==> src/rtl/mmm_pkg.sv <==
`default_nettype none
// +------------------------------------------------------------------+
// | mmm_pkg : shared widths, CDB payload type and EU identifiers      |
// | Revision: 1.0                                                     |
// +------------------------------------------------------------------+
package mmm_pkg;

    localparam int EU_N        = 8;
    localparam int XLEN        = 64;
    localparam int ROB_DEPTH   = 16;
    localparam int ROB_IDX_LEN = $clog2(ROB_DEPTH);
    localparam int EU_IDX_LEN  = $clog2(EU_N);

    typedef struct packed {
        logic [ROB_IDX_LEN-1:0] rob_idx;
        logic [XLEN-1:0]        value;
        logic                   except;
    } cdb_data_t;

    typedef enum logic [EU_IDX_LEN-1:0] {
        EU_LOAD   = 3'd0,
        EU_STORE  = 3'd1,
        EU_BRANCH = 3'd2,
        EU_ALU    = 3'd3,
        EU_MULT   = 3'd4,
        EU_DIV    = 3'd5,
        EU_FPU    = 3'd6,
        EU_OPER   = 3'd7
    } eu_id_t;

    // Output-register occupancy: the only state the arbiter keeps besides the pointer.
    typedef enum logic {
        OUT_EMPTY = 1'b0,
        OUT_FULL  = 1'b1
    } out_state_t;

endpackage
`default_nettype wire

==> src/rtl/cdb_arbiter_if.sv <==
`default_nettype none
// +------------------------------------------------------------------+
// | cdb_arbiter_if : EU result ports and CDB broadcast handshake      |
// | Revision: 1.0                                                     |
// +------------------------------------------------------------------+
interface cdb_arbiter_if;
    import mmm_pkg::*;

    logic      [EU_N-1:0]       eu_valid_i;
    cdb_data_t [EU_N-1:0]       eu_data_i;
    logic      [EU_N-1:0]       eu_ready_o;
    logic                       cdb_valid_o;
    cdb_data_t                  cdb_data_o;
    logic      [EU_IDX_LEN-1:0] cdb_src_o;
    logic                       cdb_ready_i;

    // slave is the arbiter's view; master is the EU/ROB side.
    modport slave (
        input  eu_valid_i, eu_data_i, cdb_ready_i,
        output eu_ready_o, cdb_valid_o, cdb_data_o, cdb_src_o
    );

    modport master (
        output eu_valid_i, eu_data_i, cdb_ready_i,
        input  eu_ready_o, cdb_valid_o, cdb_data_o, cdb_src_o
    );

endinterface
`default_nettype wire

==> src/rtl/rr_arbiter.sv <==
`default_nettype none
// +------------------------------------------------------------------+
// | rr_arbiter : N-way round-robin one-hot grant with encoded index   |
// | Revision: 1.0                                                     |
// +------------------------------------------------------------------+
module rr_arbiter #(
    parameter int N     = 8,
    parameter int IDX_W = $clog2(N)
) (
    input  logic [N-1:0]     req,
    input  logic [IDX_W-1:0] ptr,
    input  logic             en,
    output logic [N-1:0]     grant,
    output logic [IDX_W-1:0] idx,
    output logic             any_grant
);

    logic [IDX_W:0] w_k;

    // Scan from ptr upward with wrap; the first requester found wins.
    always_comb begin
        grant     = '0;
        idx       = '0;
        any_grant = 1'b0;
        w_k       = '0;
        for (int off = 0; off < N; off++) begin
            w_k = {1'b0, ptr} + (IDX_W+1)'(off);
            if (w_k >= (IDX_W+1)'(N)) begin
                w_k = w_k - (IDX_W+1)'(N);
            end
            if (en && !any_grant && req[w_k[IDX_W-1:0]]) begin
                grant[w_k[IDX_W-1:0]] = 1'b1;
                idx                   = w_k[IDX_W-1:0];
                any_grant             = 1'b1;
            end
        end
    end

endmodule
`default_nettype wire

==> src/rtl/cdb_arbiter.sv <==
`default_nettype none
// +------------------------------------------------------------------+
// | cdb_arbiter : round-robin CDB arbiter with registered broadcast   |
// | Optional stall counter enabled by macro CDB_ARB_PERF_EN           |
// | Revision: 1.0                                                     |
// +------------------------------------------------------------------+
module cdb_arbiter
    import mmm_pkg::*;
(
    input  logic         clk_i,
    input  logic         rst_sync_i,
    input  logic         flush_i,
    cdb_arbiter_if.slave bus
`ifdef CDB_ARB_PERF_EN
    ,
    output logic [31:0]  perf_stall_cnt_o
`endif
);

    out_state_t            r_state;
    out_state_t            w_state_next;
    logic [EU_IDX_LEN-1:0] r_ptr;
    logic [EU_IDX_LEN-1:0] r_src;
    cdb_data_t             r_data;
    logic [EU_N-1:0]       w_grant;
    logic [EU_IDX_LEN-1:0] w_idx;
    logic                  w_load;
    logic                  w_en;
    logic                  w_any;

    assign w_load = (r_state == OUT_EMPTY) || bus.cdb_ready_i;
    assign w_en   = w_load && !flush_i && !rst_sync_i;

    rr_arbiter #(
        .N     (EU_N),
        .IDX_W (EU_IDX_LEN)
    ) u_rr (
        .req       (bus.eu_valid_i),
        .ptr       (r_ptr),
        .en        (w_en),
        .grant     (w_grant),
        .idx       (w_idx),
        .any_grant (w_any)
    );

    // Flush empties the register even under backpressure.
    always_comb begin
        w_state_next = r_state;
        if (flush_i) begin
            w_state_next = OUT_EMPTY;
        end else if (w_load) begin
            w_state_next = w_any ? OUT_FULL : OUT_EMPTY;
        end
    end

    always_ff @(posedge clk_i) begin
        if (rst_sync_i) begin
            r_state <= OUT_EMPTY;
        end else begin
            r_state <= w_state_next;
        end
    end

    always_ff @(posedge clk_i) begin
        if (rst_sync_i) begin
            r_data <= '0;
            r_src  <= '0;
            r_ptr  <= '0;
        end else if (w_any) begin
            r_data <= bus.eu_data_i[w_idx];
            r_src  <= w_idx;
            r_ptr  <= (w_idx == EU_IDX_LEN'(EU_N-1)) ? '0 : w_idx + 1'b1;
        end
    end

    assign bus.eu_ready_o  = w_grant;
    assign bus.cdb_valid_o = (r_state == OUT_FULL);
    assign bus.cdb_data_o  = r_data;
    assign bus.cdb_src_o   = r_src;

`ifdef CDB_ARB_PERF_EN
    logic [31:0] r_stall_cnt;
    logic        w_multi;
    logic        w_stall;

    // A waiting EU loses either to backpressure or to another requester.
    assign w_multi = |(bus.eu_valid_i & (bus.eu_valid_i - 1'b1));
    assign w_stall = (|bus.eu_valid_i) &&
                     (((r_state == OUT_FULL) && !bus.cdb_ready_i) || w_multi);

    always_ff @(posedge clk_i) begin
        if (rst_sync_i) begin
            r_stall_cnt <= '0;
        end else if (w_stall && (r_stall_cnt != '1)) begin
            r_stall_cnt <= r_stall_cnt + 32'd1;
        end
    end

    assign perf_stall_cnt_o = r_stall_cnt;
`endif

endmodule
`default_nettype wire

==> src/flat_wrapper.sv <==
// flat-port wrapper written by rule: the top's interface ports become plain ports
module cdb_arbiter_flat import mmm_pkg::*;
  (clk_i, rst_sync_i, flush_i, bus_eu_valid_i, bus_eu_data_i, bus_cdb_ready_i, bus_eu_ready_o, bus_cdb_valid_o, bus_cdb_data_o, bus_cdb_src_o);
  cdb_arbiter_if bus_i ();
  input  logic clk_i;
  input  logic rst_sync_i;
  input  logic flush_i;
  input wire logic [$bits(bus_i.eu_valid_i)-1:0] bus_eu_valid_i;
  input wire logic [$bits(bus_i.eu_data_i)-1:0] bus_eu_data_i;
  input wire logic [$bits(bus_i.cdb_ready_i)-1:0] bus_cdb_ready_i;
  output wire logic [$bits(bus_i.eu_ready_o)-1:0] bus_eu_ready_o;
  output wire logic [$bits(bus_i.cdb_valid_o)-1:0] bus_cdb_valid_o;
  output wire logic [$bits(bus_i.cdb_data_o)-1:0] bus_cdb_data_o;
  output wire logic [$bits(bus_i.cdb_src_o)-1:0] bus_cdb_src_o;
  assign bus_i.eu_valid_i = bus_eu_valid_i;
  assign bus_i.eu_data_i = bus_eu_data_i;
  assign bus_i.cdb_ready_i = bus_cdb_ready_i;
  assign bus_eu_ready_o = bus_i.eu_ready_o;
  assign bus_cdb_valid_o = bus_i.cdb_valid_o;
  assign bus_cdb_data_o = bus_i.cdb_data_o;
  assign bus_cdb_src_o = bus_i.cdb_src_o;
  cdb_arbiter u_core (.clk_i(clk_i), .rst_sync_i(rst_sync_i), .flush_i(flush_i), .bus(bus_i));
endmodule
==> config.mk <==
export PLATFORM = sky130hd
export DESIGN_NAME = cdb_arbiter_flat
export DESIGN_NICKNAME = d
export VERILOG_FILES = /design/src/rtl/mmm_pkg.sv /design/src/rtl/cdb_arbiter_if.sv /design/src/rtl/rr_arbiter.sv /design/src/rtl/cdb_arbiter.sv /design/src/flat_wrapper.sv
export SDC_FILE = /design/constraint.sdc
export NUM_CORES = 1
export LEC_CHECK = 0
export CAP_MARGIN = 5
export CORE_AREA = 2 2 254 256
export CTS_BUF_LIST = sky130_fd_sc_hd__clkbuf_4
export CTS_CLUSTER_DIAMETER = 40
export DETAILED_ROUTE_END_ITERATION = 8
export DIE_AREA = 0 0 256 258
export SLEW_MARGIN = 0
export SYNTH_ARGS = -nofsm -noshare
export SYNTH_HDL_FRONTEND = slang
export SYNTH_SLANG_ARGS = --single-unit
==> constraint.sdc <==
create_clock -name clk_i -period 8.8 [get_ports clk_i]
set_input_delay 0.88 -clock clk_i [delete_from_list [all_inputs] [get_ports clk_i]]
set_output_delay 0.88 -clock clk_i [all_outputs]
set_load 0.01 [all_outputs]
==> reports/results.ini <==
[critical_path]
crit_type=flop to primary output
cp_slowest_stage_delay_ps=750
cp.required_ps=7920
worst_path_most_repeated_cell=nor2_1
path_cells=buf_4 -> inv_2 -> ha_1 -> mux4_2 -> nor2b_1 -> nor2_1 -> a211oi_2 -> nand4_1 -> nor2_1 -> nor2_1 -> mux2i_1 -> mux2_2 -> clkdlybuf4s50_1
arrival_ps=5010
startpoint_type=flop
cp_slowest_cell=ha_1
crit_fanout=28
crit_path_end_kind=primary output

[hold_path]
worstHoldPathType=flop to flop

[clock_network]
cts.repair.resized=0
post_cts_buffers=0
cts_max_path_buffers=2
cts.sinks=76
root_buffer=clkbuf_4
insertion_delay_ps=560
holdBufCountCts=0
cts_tree=done
htreeDepth=3
cts_made_buffers=9
clk_pin_slew_ps=140

[die]
die_w_um=256
die-area_um2=66000
core_um2=63600
start_util_pct=14.0
die_h_um=258
row_count=93
io_pins=645

[cells_and_area]
drive_above_1_share_pct=4.29
fillers=6841
final_cell_mix=clkdlybuf4s50_1, mux2i_1, a21oi_1, nand3_1, dfxtp_1
final_cell_area_um2=16100
nNetsFinal=2129
area_growth_pct=80.6
final_common_cell=clkdlybuf4s50_1

[global_routing]
grt_pass1_vias=10383
antenna_found_initial=7
overflow=0
grt_pass1_wl_mm=66.6
grt.total_usage_pct=13.5
grt_max_degree=109

[run]
cap_violations=0

[sta]
hold_ws_ps=466
fin_ws_ps=2910
report.final.setup_viol=0
relSlewSlack_pct=29.4
tightestPinTransition_ps=1060
fin_crit_sh_pct=66.9
fin_skew_ps=34.2
min_period_ps=5890
rsz0062_at_grt=no
fmax_mhz=170
maxSlewViolCount=0
finalSetupTns_ps=0
hold_violations=0

[synth]
synthTopCellsByArea=mux2i_1, dfxtp_1, a22oi_1
synth_edf_count=0
netlist_instances=981
synth_top_area_share_pct=47.5
synth.cell_area_um2=8940
synth_seq_area_share_pct=17.0
synth_fp_nets=1552
ys.warnings.count=0
ys_async_sr_fraction_pct=0
avgSynthCellArea_um2=9.12
synth_largest_area_cell=mux2i_1
synthFlopType=dfxtp_1
synth_seq_cells=76
ys_types=59

[power]
finalPower_w=0.00509
p_leak_nw=6.77
peakVddDrop_mv=0.211
cellPowerDensity_nw_per_um2=315

[placement]
placed_area_um2=16000
dp_slack_ps=3410
gp_congestion=0.910
portBuffers=644
hpwl_mm=37.9

[detailed_routing]
vias_per_cell=4.17
wl_per_cell_um=19.2
via_count=10091
wirelength_mm=46.6
drtIter0Drc=461
first_pass_iters=5
drc=0
drtAntennaViolNets=0

[run_status]
status=finished, final reports clean

[final cells by class]
cell class	instances	area [µm²]	share of cell area (%)
inverter	7	27.5	0.170
clock inverter	6	56.3	0.349
tap	855	1070	6.62
antenna	4	10.0	0.0620
multi-input combinational	804	6780	42.0
clock buffer	9	67.6	0.418
timing repair buffer	660	6610	41.0
sequential	76	1520	9.42
[path summary, 6_finish.rpt]
check / start / end / slack (ps) / cells after the start
worst max-delay path: u_core.r_ptr[0] / bus_eu_ready_o[6] / 2910 / 13
worst min-delay path: u_core.bus.cdb_src_o[2] / u_core.bus.cdb_src_o[2] / 470 / 2
worst max register to register: u_core.r_ptr[0] / u_core.bus.cdb_data_o[9] / 3380 / 14
worst min register to register: u_core.bus.cdb_src_o[2] / u_core.bus.cdb_src_o[2] / 470 / 2
[synth_stat cells (2+ instances only)]
cell      count
and2_1        7
nor2_1       16
a21oi_1      78
buf_4         3
nor2b_1       5
a32o_1        2
mux4_2        4
buf_6        36
and3_1        3
clkbuf_1     33
dfxtp_1      76
ha_1          7
mux2_2       11
nand3_1      76
inv_2         3
nor3_1        9
a22oi_1      74
o21ai_0       7
inv_1         4
or2_2         2
mux2_1        4
nand2_1      32
buf_2        21
nand2b_1      5
mux2i_1     424
xnor2_1       2
o221ai_1      2
nand4_1       4
[kinds of logic (layout without fill, tap and decap cells)]
| group | count (synthesis) | after routing | synth area share, % |
|---|---|---|---|
| DFF | 76 | 76 | 17.0 |
| buffers and inverters | 101 | 682 | 7.68 |
| other | 0 | 4 | 0 |
| and+or+nand+nor | 169 | 169 | 9.72 |
| muxes | 445 | 445 | 50.8 |
| AOI/OAI and AO/OA | 179 | 179 | 13.3 |
| xor gates and xnor gates | 4 | 4 | 0.476 |
| adders and majority gates | 7 | 7 | 0.979 |
[metal layers]
metal	routed length, µm	track usage, %	part of all wire (%)	vias to the layer above
li1	-	-	-	4886
met1	20000	16.7	43	4789
met2	23400	23.9	50	376
met3	2360	2.58	5.1	40
met4	867	3.31	1.9	0
met5	0	0	0	-
[worst max-delay path, delay by kind of cell (launching register included)]
kind            cells  cell delay, ps
fa+ha+maj           1             750
mux                 3            1050
flops               1             330
buf+inv             3            1020
simple gates        5             880
compound gates      1             440
[power breakdown]
| part | switching (W) | internal (W) | total, W |
|---|---|---|---|
| logic | 0.00232 | 0.00198 | 0.00430 |
| registers | 0.0000688 | 0.000473 | 0.000542 |
| clock network | 0.000159 | 0.0000823 | 0.000241 |
[per-stage QoR]
step / cells / utilization (%)
floorplan: 981 / -
global placement: 2402 / 25.2
detailed placement: 2402 / 25.2
CTS: 2417 / 25.4
global route: 2421 / 25.4
finish: 2421 / 25.4
[flip-flops by register name (all words and copies together), names as in the netlist]
signal / flops
u_core.bus.cdb_data_o: 69
u_core.r_ptr: 3
u_core.bus.cdb_src_o: 3
u_core.bus.cdb_valid_o: 1
(Power assumes the default switching activity.)
